===== src/rtl/seq_detect_pkg.sv =====
// Shared definitions for the programmable Moore sequence detector:
// state encoding, pattern-length limits and a history-length width helper.
package seq_detect_pkg;

  typedef logic [1:0] state_t;

  localparam state_t ST_FILL  = 2'b00;
  localparam state_t ST_ARMED = 2'b01;
  localparam state_t ST_MATCH = 2'b10;

  localparam int PAT_W_MIN = 2;
  localparam int PAT_W_MAX = 16;

  // Width needed to count history fill from 0 up to and including pat_w.
  function automatic int len_w(input int pat_w);
    return $clog2(pat_w + 1);
  endfunction

endpackage


===== src/rtl/seq_detect_moore_param_if.sv =====
// Serial stream, configuration and status bundle of the sequence detector.
// detect_sticky exists only when SEQ_DETECT_STICKY_EN is defined.
interface seq_detect_moore_param_if #(
  parameter int PAT_W = 4,
  parameter int CNT_W = 8
);
  logic             in_valid;
  logic             inbits;
  logic             cfg_load;
  logic [PAT_W-1:0] cfg_pattern;
  logic             overlap_en;
  logic             clear_cnt;
  logic             detect;
  logic [CNT_W-1:0] match_cnt;
`ifdef SEQ_DETECT_STICKY_EN
  logic             detect_sticky;

  modport master (
    output in_valid, inbits, cfg_load, cfg_pattern, overlap_en, clear_cnt,
    input  detect, match_cnt, detect_sticky
  );
  modport slave (
    input  in_valid, inbits, cfg_load, cfg_pattern, overlap_en, clear_cnt,
    output detect, match_cnt, detect_sticky
  );
`else
  modport master (
    output in_valid, inbits, cfg_load, cfg_pattern, overlap_en, clear_cnt,
    input  detect, match_cnt
  );
  modport slave (
    input  in_valid, inbits, cfg_load, cfg_pattern, overlap_en, clear_cnt,
    output detect, match_cnt
  );
`endif
endinterface


===== src/rtl/seq_detect_sat_cnt.sv =====
// Saturating up-counter with synchronous clear that wins over increment.
module seq_detect_sat_cnt #(
  parameter int CNT_W = 8
) (
  input  logic             clk,
  input  logic             reset,
  input  logic             clr,
  input  logic             inc,
  output logic [CNT_W-1:0] cnt
);

  always_ff @(posedge clk) begin
    if (!reset) begin
      cnt <= '0;
    end else if (clr) begin
      cnt <= '0;
    end else if (inc && (cnt != '1)) begin
      cnt <= cnt + CNT_W'(1);
    end
  end

endmodule


===== src/rtl/seq_detect_moore_param.sv =====
// Runtime-programmable Moore serial sequence detector with match counter.
// Optional detect_sticky output enabled by SEQ_DETECT_STICKY_EN.
//
//   state    | meaning
//   ---------+-------------------------------------------------
//   ST_FILL  | history not yet holding PAT_W bits
//   ST_ARMED | history full, last valid bit did not match
//   ST_MATCH | pattern just matched, detect high for one cycle
module seq_detect_moore_param
  import seq_detect_pkg::*;
#(
  parameter int             PAT_W       = 4,
  parameter logic [PAT_W-1:0] PAT_DEFAULT = PAT_W'(4'b1011),
  parameter int             CNT_W       = 8
) (
  input logic                     clk,
  input logic                     reset,
  seq_detect_moore_param_if.slave bus
);

  localparam int               LEN_W    = len_w(PAT_W);
  localparam logic [LEN_W-1:0] LEN_FULL = LEN_W'(PAT_W);

  if ((PAT_W < PAT_W_MIN) || (PAT_W > PAT_W_MAX)) begin : g_bad_pat_w
    $error("seq_detect_moore_param: PAT_W out of range");
  end

  state_t           state, state_next;
  logic [PAT_W-1:0] hist, hist_next, pattern_q;
  logic [LEN_W-1:0] hist_len, hist_len_shift, hist_len_next;
  logic             match;

  always_ff @(posedge clk) begin
    if (!reset) begin
      state     <= ST_FILL;
      hist      <= '0;
      hist_len  <= '0;
      pattern_q <= PAT_DEFAULT;
    end else begin
      state    <= state_next;
      hist     <= hist_next;
      hist_len <= hist_len_next;
      if (bus.cfg_load) pattern_q <= bus.cfg_pattern;
    end
  end

  always_comb begin
    hist_next      = hist;
    hist_len_shift = hist_len;
    if (bus.in_valid) begin
      hist_next = {hist[PAT_W-2:0], bus.inbits};
      if (hist_len != LEN_FULL) hist_len_shift = hist_len + LEN_W'(1);
    end
    match = bus.in_valid && (hist_len_shift == LEN_FULL) && (hist_next == pattern_q);
    // Non-overlap mode forgets the matched bits at the edge that enters MATCH.
    hist_len_next = (match && !bus.overlap_en) ? '0 : hist_len_shift;
    state_next    = ST_FILL;

    if (bus.cfg_load) begin
      hist_next     = hist;
      hist_len_next = '0;
      match         = 1'b0;
      state_next    = ST_FILL;
    end else begin
      case (state)
        ST_FILL, ST_ARMED, ST_MATCH: begin
          if (match)                           state_next = ST_MATCH;
          else if (hist_len_shift == LEN_FULL) state_next = ST_ARMED;
          else                                 state_next = ST_FILL;
        end
        default: begin
          hist_len_next = '0;
          match         = 1'b0;
          state_next    = ST_FILL;
        end
      endcase
    end
  end

  always_comb begin
    bus.detect = (state == ST_MATCH);
  end

  seq_detect_sat_cnt #(.CNT_W(CNT_W)) u_sat_cnt (
    .clk   (clk),
    .reset (reset),
    .clr   (bus.clear_cnt),
    .inc   (match),
    .cnt   (bus.match_cnt)
  );

`ifdef SEQ_DETECT_STICKY_EN
  logic sticky_q;

  always_ff @(posedge clk) begin
    if (!reset)             sticky_q <= 1'b0;
    else if (bus.clear_cnt) sticky_q <= 1'b0;
    else if (match)         sticky_q <= 1'b1;
  end

  assign bus.detect_sticky = sticky_q;
`endif

endmodule


===== src/flat_wrapper.sv =====
// flat-port wrapper written by rule: the top's interface ports become plain ports
module seq_detect_moore_param_flat import seq_detect_pkg::*;
#(
  parameter int             PAT_W       = 4,
  parameter logic [PAT_W-1:0] PAT_DEFAULT = PAT_W'(4'b1011),
  parameter int             CNT_W       = 8
)
  (clk, reset, bus_in_valid, bus_inbits, bus_cfg_load, bus_cfg_pattern, bus_overlap_en, bus_clear_cnt, bus_detect, bus_match_cnt);
  seq_detect_moore_param_if #(.PAT_W(PAT_W), .CNT_W(CNT_W)) bus_i ();
  input logic clk;
  input logic reset;
  input wire logic [$bits(bus_i.in_valid)-1:0] bus_in_valid;
  input wire logic [$bits(bus_i.inbits)-1:0] bus_inbits;
  input wire logic [$bits(bus_i.cfg_load)-1:0] bus_cfg_load;
  input wire logic [$bits(bus_i.cfg_pattern)-1:0] bus_cfg_pattern;
  input wire logic [$bits(bus_i.overlap_en)-1:0] bus_overlap_en;
  input wire logic [$bits(bus_i.clear_cnt)-1:0] bus_clear_cnt;
  output wire logic [$bits(bus_i.detect)-1:0] bus_detect;
  output wire logic [$bits(bus_i.match_cnt)-1:0] bus_match_cnt;
  assign bus_i.in_valid = bus_in_valid;
  assign bus_i.inbits = bus_inbits;
  assign bus_i.cfg_load = bus_cfg_load;
  assign bus_i.cfg_pattern = bus_cfg_pattern;
  assign bus_i.overlap_en = bus_overlap_en;
  assign bus_i.clear_cnt = bus_clear_cnt;
  assign bus_detect = bus_i.detect;
  assign bus_match_cnt = bus_i.match_cnt;
  seq_detect_moore_param #(.PAT_W(PAT_W), .PAT_DEFAULT(PAT_DEFAULT), .CNT_W(CNT_W)) u_core (.clk(clk), .reset(reset), .bus(bus_i));
endmodule

===== config.mk =====
export PLATFORM = sky130hd
export DESIGN_NAME = seq_detect_moore_param_flat
export DESIGN_NICKNAME = d
export VERILOG_FILES = /design/src/rtl/seq_detect_pkg.sv /design/src/rtl/seq_detect_moore_param_if.sv /design/src/rtl/seq_detect_sat_cnt.sv /design/src/rtl/seq_detect_moore_param.sv /design/src/flat_wrapper.sv
export SDC_FILE = /design/constraint.sdc
export NUM_CORES = 1
export LEC_CHECK = 0
export CAP_MARGIN = 20
export CORE_UTILIZATION = 45
export DETAILED_ROUTE_END_ITERATION = 12
export HOLD_SLACK_MARGIN = 0.02
export PLACE_DENSITY = 0.8
export SLEW_MARGIN = 20
export SYNTH_ARGS = -nofsm -noshare
export SYNTH_HDL_FRONTEND = slang
export SYNTH_SLANG_ARGS = --single-unit

===== constraint.sdc =====
create_clock -name clk -period 2 [get_ports clk]
set_input_delay 0.3 -clock clk [delete_from_list [all_inputs] [get_ports clk]]
set_output_delay 0.3 -clock clk [all_outputs]
set_load 0.005 [all_outputs]

Yosys cells after proc, flatten, opt, wreduce, memory -nomap -nowiden
Index checks and enable logic that the tools add are counted.
{ "op_classes": {"n_addsub": 2, "n_eq_ne": 6, "muxes": 7, "bitwise": 2, "n_reduce_logical": 11} }
{ "op_table": {"columns": ["operator", "n"], "rows": [
  ["adder 8 x 1 -> 8 bit, second input constant", 1],
  ["inequality test 8 bit, second input constant", 1],
  ["OR reduction 4 bit", 2],
  ["two-way mux 3 bit", 2],
  ["OR reduction 3 bit", 2],
  ["== test 4 bit", 1],
  ["logical AND 1 bit", 4],
  ["two-way mux 4 bit", 1],
  ["adder 3 x 1 -> 3 bit, second input constant", 1],
  ["== test 3 bit, second input constant", 1],
  ["two-way mux 1 bit", 3],
  ["inequality test 3 bit, second input constant", 1],
  ["== test 2 x 1 -> 1 bit, second input constant", 1],
  ["== test 2 bit, second input constant", 1],
  ["logical NOT 2 bit", 1],
  ["two-way mux 2 bit", 1],
  ["NOT 1 bit", 2],
  ["OR reduction 2 bit", 1],
  ["logical NOT 1 bit", 1]
]} }
{ "totals": {"regBits": 21, "input_bits": 11, "output_inout_bits": 9, "word_cells": 34} }

Logic depth before layout (Yosys ltp)
{ "depth": {"ltp_word": 9, "ltp_mapped": 7, "depth_no_buf": 7} }

By module
Synthesis repeated with hierarchy kept, for this count alone.
{ "hier_totals": {"hier_cells": 111, "area_unflattened_um2": 1022.2} }
{ "by_module_without_submodules": {"columns": ["mod", "instances", "cells_per_inst", "area_each_um2", "seq_area_each_um2"], "rows": [
  ["seq_detect_moore_param", 1, 65, 600.6, 240.2],
  ["seq_detect_sat_cnt", 1, 46, 421.7, 160.2]
]} }

Worst setup path before layout
OpenSTA, ideal clock, no wires.
{ "synth_path": {"kind": "register to register", "from": "register u_core.hist_len[1]", "to": "register u_core.u_sat_cnt.cnt[4]", "setup_time_ns": 0.070, "arrival_time_ns": 1.861, "required_time_ns": 1.930, "path_slack_ns": 0.068, "stages_incl_launch_ff": 8, "path_buffers": 0, "synth_period_minus_slack_ns": 1.932, "cell_sequence": "dfxtp_1 -> inv_1 -> ha_1 -> a21boi_4 -> mux2i_4 -> o21ai_2 -> or4_1 -> a21oi_1"} }
{ "synth_between": {"elab_chain_cells": 9, "elab_cells_between_ends": 10, "classes_between": "add/sub: 1; eq/ne: 2; mux: 4; reduce/logical: 3"} }
{ "synth_rtl": {"columns": ["item", "line_no", "source"], "rows": [
  ["from (decl)", "seq_detect_moore_param.sv:30", "logic [LEN_W-1:0] hist_len, hist_len_shift, hist_len_next;"],
  ["from (signal assigned)", "seq_detect_moore_param.sv:42", "hist_len <= hist_len_next;"],
  ["adder 3 x 1 -> 3 bit / inequality test 3 bit (equally long branches)", "seq_detect_moore_param.sv:52", "if (hist_len != LEN_FULL) hist_len_shift = hist_len + LEN_W'(1);"],
  ["two-way mux 3 bit", "seq_detect_moore_param.sv:52", null],
  ["two-way mux 3 bit (*)", "seq_detect_moore_param.sv:50", "if (bus.in_valid) begin"],
  ["== test 3 bit (*)", "seq_detect_moore_param.sv:54", "match = bus.in_valid && (hist_len_shift == LEN_FULL) && (hist_next == pattern_q);"],
  ["logical AND 1 bit (*) (2 in a row)", "seq_detect_moore_param.sv:54", null],
  ["two-way mux 1 bit (*)", "seq_detect_moore_param.sv:65", "case (state)"],
  ["two-way mux 1 bit (*)", "seq_detect_moore_param.sv:59", "if (bus.cfg_load) begin"],
  ["logical AND 1 bit (*)", "seq_detect_sat_cnt.sv:17", "end else if (inc && (cnt != '1)) begin"],
  ["to (signal assigned)", "seq_detect_sat_cnt.sv:18", "cnt <= cnt + CNT_W'(1);"],
  ["to (decl)", "seq_detect_sat_cnt.sv:9", "output logic [CNT_W-1:0] cnt"]
]} }
Mark *: on every way between the ends. The rest lies on a longest branch, timed or not.
A chain may end at the register's enable or synchronous reset.

Worst setup path after layout
{ "layout_path": {"from": "register u_core.hist_len[0]", "to": "register u_core.u_sat_cnt.cnt[7]"} }
The elaborated chain is that of the path after synthesis.

==> summary.md <==
| Metric | Value |
|---|---|
| Most frequent cells in the layout | nand2_1, clkdlybuf4s50_1, dfxtp_1 |
| Cts hold-fix bufs | 0 |
| Top post-synthesis cells by area | dfxtp_1, nand2_1, mux2i_1 |
| Pin count of the biggest net entering global routing | 13 |
| Startpoint type of the worst setup path | flop |
| Routed WL | 2.56 mm |
| Chip Width | 50.8 µm |
| First-iteration detailed-routing DRC count | 22 |
| Pwr/cell area | 561 nW/µm² |
| DRC | 0 |
| Max stage delay on crit path | 0.53 ns |
| Initial Utilization | 0.481 |
| Worst setup EP type | flop |
| Vias in the first global route | 968 |
| Most common cell after layout, fill and taps aside | nand2_1 |
| Synthesized flop and latch total | 20 |
| Placed insts | 178 |
| Syn Nets | 133 |
| WP buf/inv | 1 |
| Kind of critical path | flop to flop |
| Final Cell Area | 1510 µm² |
| CP cell instances | inv_2 > ha_4 > a21boi_4 > mux2i_4 > o21ai_4 > or4_4 > a21oi_2 |
| Height of the die | 50.8 µm |
| Drt pass-1 iters | 4 |
| Worst-skew pair later-pin latency | 0.31 ns |
| Worst slew pin tran | 0.388 ns |
| Count of input and output buffers | 19 |
| Largest delay share family, worst path | simple AND/OR/NAND/NOR gates |
| Main synth FF type | dfxtp_1 |
| Place WS | -0.191 ns |
| Finished Layout Cells | 184 |
| Final net count | 171 |
| Worst path slowest cell | or4_4 |
| Critical Path RT | 2.26 ns |
| CTS tree | built |
| CP Max Fanout | 7 |
| Syn Inst Count | 119 |
| Max-Cap Viols | 0 |
| I/O pins | 20 |
| Clock tree buffer depth | 2 |
| Hold WC Path Type | flop to flop |
| Relative slew slack | 0.741 |
| Leak pwr | 0.594 nW |
| Synth top area share | 0.373 |
| Arr. time, crit path | 2.21 ns |
| Cell variety after synth | 39 |
| Global-route wire length before repair | 4.06 mm |
| # setup viols final | 0 |
| Initial antenna violation count | 0 |
| Total power | 0.847 mW |
| Die ar. | 2580 µm² |
| Setup ws final | 0.0501 ns |
| Post-synthesis area per instance | 9.02 µm² |
| Final core occ | 0.676 |
| CTS root buffer | clkbuf_4 |
| Cell accounting for the most synthesized area | dfxtp_1 |
| Aggregate global routing overflow | 0 |
| H-tree depth | 1 |
| Core Box Area | 2230 µm² |
| Peak Freq | 513 MHz |
| EDFF count, synth | 0 |
| Final Hold Vio Count | 0 |
| GP Congestion | 0.792 |
| Max-slew violation count | 0 |
| Outcome | completed |
| Vias per cell | 5.62 |
| Post-DP HPWL | 1.78 mm |
| Via count | 1034 |
| Num CTS Buffers | 3 |
| GRT Overall Usage | 0.211 |
| Syn. warnings | 0 |
| Layout overhead on the synthesized area | 40.6% |
| Clk slew on worst S/H paths | 0.13 ns |
| Fin crit share | 0.975 |
| DP Area | 1390 µm² |
| Share of cells above drive strength 1 | 0.237 |
| DR WL/cell | 13.9 µm |
| Register area share after synthesis | 0.373 |
| Clk sinks | 20 |
| Final Critical Period | 1.95 ns |
| Num rows | 17 |
| Cell Area, Synth | 1070 µm² |
| Number of diodes | 0 |
| Skew final | 0.0103 ns |
| Ys async rst share | 0 |
| Post-DRT Antenna Nets | 0 |
| Worst VDD drop | 0.541 mV |
cell families (layout without fill, tap and decap cells):
family | count (synthesis) | in the layout | share of synthesized area
and+or+nand+nor | 55 | 55 | 0.283
DFF | 20 | 20 | 0.373
adders and majority gates | 3 | 3 | 0.0350
buffers and inverters | 5 | 42 | 0.0245
AOI/OAI and AO/OA | 24 | 24 | 0.167
xor gates and xnor gates | 5 | 5 | 0.0408
muxes | 7 | 7 | 0.0769
cells in the mapped netlist (2+ instances only):
| cell | instances |
|---|---|
| a41o_1 | 2 |
| inv_1 | 3 |
| a21oi_1 | 7 |
| nand2_1 | 20 |
| a31oi_1 | 3 |
| nand2b_1 | 4 |
| nand3_1 | 3 |
| nor2b_1 | 4 |
| and2_1 | 2 |
| xor2_1 | 3 |
| xnor2_1 | 2 |
| a21boi_0 | 3 |
| dfxtp_1 | 20 |
| ha_1 | 3 |
| or4_1 | 2 |
| o31ai_1 | 2 |
| mux2i_1 | 6 |
| nor4_1 | 2 |
| and4b_1 | 2 |
| o21ai_0 | 2 |
| nor2_1 | 4 |
| and3_1 | 3 |
worst reg2reg max path, delay by kind of cell (launching register included):
family,cells,cell delay [ns]
buf+inv,1,0.05
compound gates,3,0.46
fa+ha+maj,1,0.18
mux,1,0.30
flops,1,0.37
simple gates,1,0.53
cell type report:
type | instances | area [µm²]
Multi-Input combinational cell | 94 | 698
Clock inverter | 1 | 30.0
Timing Repair Buffer | 35 | 310
Fill cell | 183 | 724
Sequential cell | 20 | 402
Clock buffer | 3 | 22.5
Tap cell | 28 | 35.0
Inverter | 3 | 11.3
registers in the layout, indices dropped and copies added, names as in the netlist:
name,cells
u_core.state,2
u_core.hist_len,3
u_core.u_sat_cnt.cnt,8
u_core.pattern_q,4
u_core.hist,3
worst paths after layout:
kind | end | slack, ns | cells past startpoint | startpoint
setup / recovery | u_core.u_sat_cnt.cnt[7]$_SDFFE_PP0P_ | 0.05 | 7 | u_core.hist_len[0]$_SDFF_PP0_
hold / removal | u_core.hist[2]$_SDFFE_PN0N_ | 0.48 | 2 | u_core.hist[2]$_SDFFE_PN0N_
setup reg to reg | u_core.u_sat_cnt.cnt[7]$_SDFFE_PP0P_ | 0.05 | 7 | u_core.hist_len[0]$_SDFF_PP0_
hold reg to reg | u_core.hist[2]$_SDFFE_PN0N_ | 0.48 | 2 | u_core.hist[2]$_SDFFE_PN0N_
per-layer routing:
metal,global-route usage,part of all wire,up-vias
li1,-,-,504
met1,0.238,0.41,489
met2,0.378,0.53,33
met3,0.0357,0.031,8
met4,0.111,0.027,0
met5,0,0,-
stage by stage:
stage               TNS [ns]  hold WS (ns)
floorplan                  0         0.428
global placement      -0.798         0.469
detailed placement     -1.34         0.471
CTS                        0         0.489
global route         -0.0255         0.514
finish                     0         0.485
timing repair:
action / 4_1_cts / 5_1_grt
pin swaps: 1 / 4
resized for setup: 3 / 10
setup endpoints to repair: 7 / 8
setup buffers: 1 / 1
power by group:
part	internal (mW)	switching (mW)	total, mW
Combinational	0.0539	0.0415	0.0954
Sequential	0.406	0.00561	0.412
Clock	0.203	0.137	0.340
(Power assumes the default switching activity.)
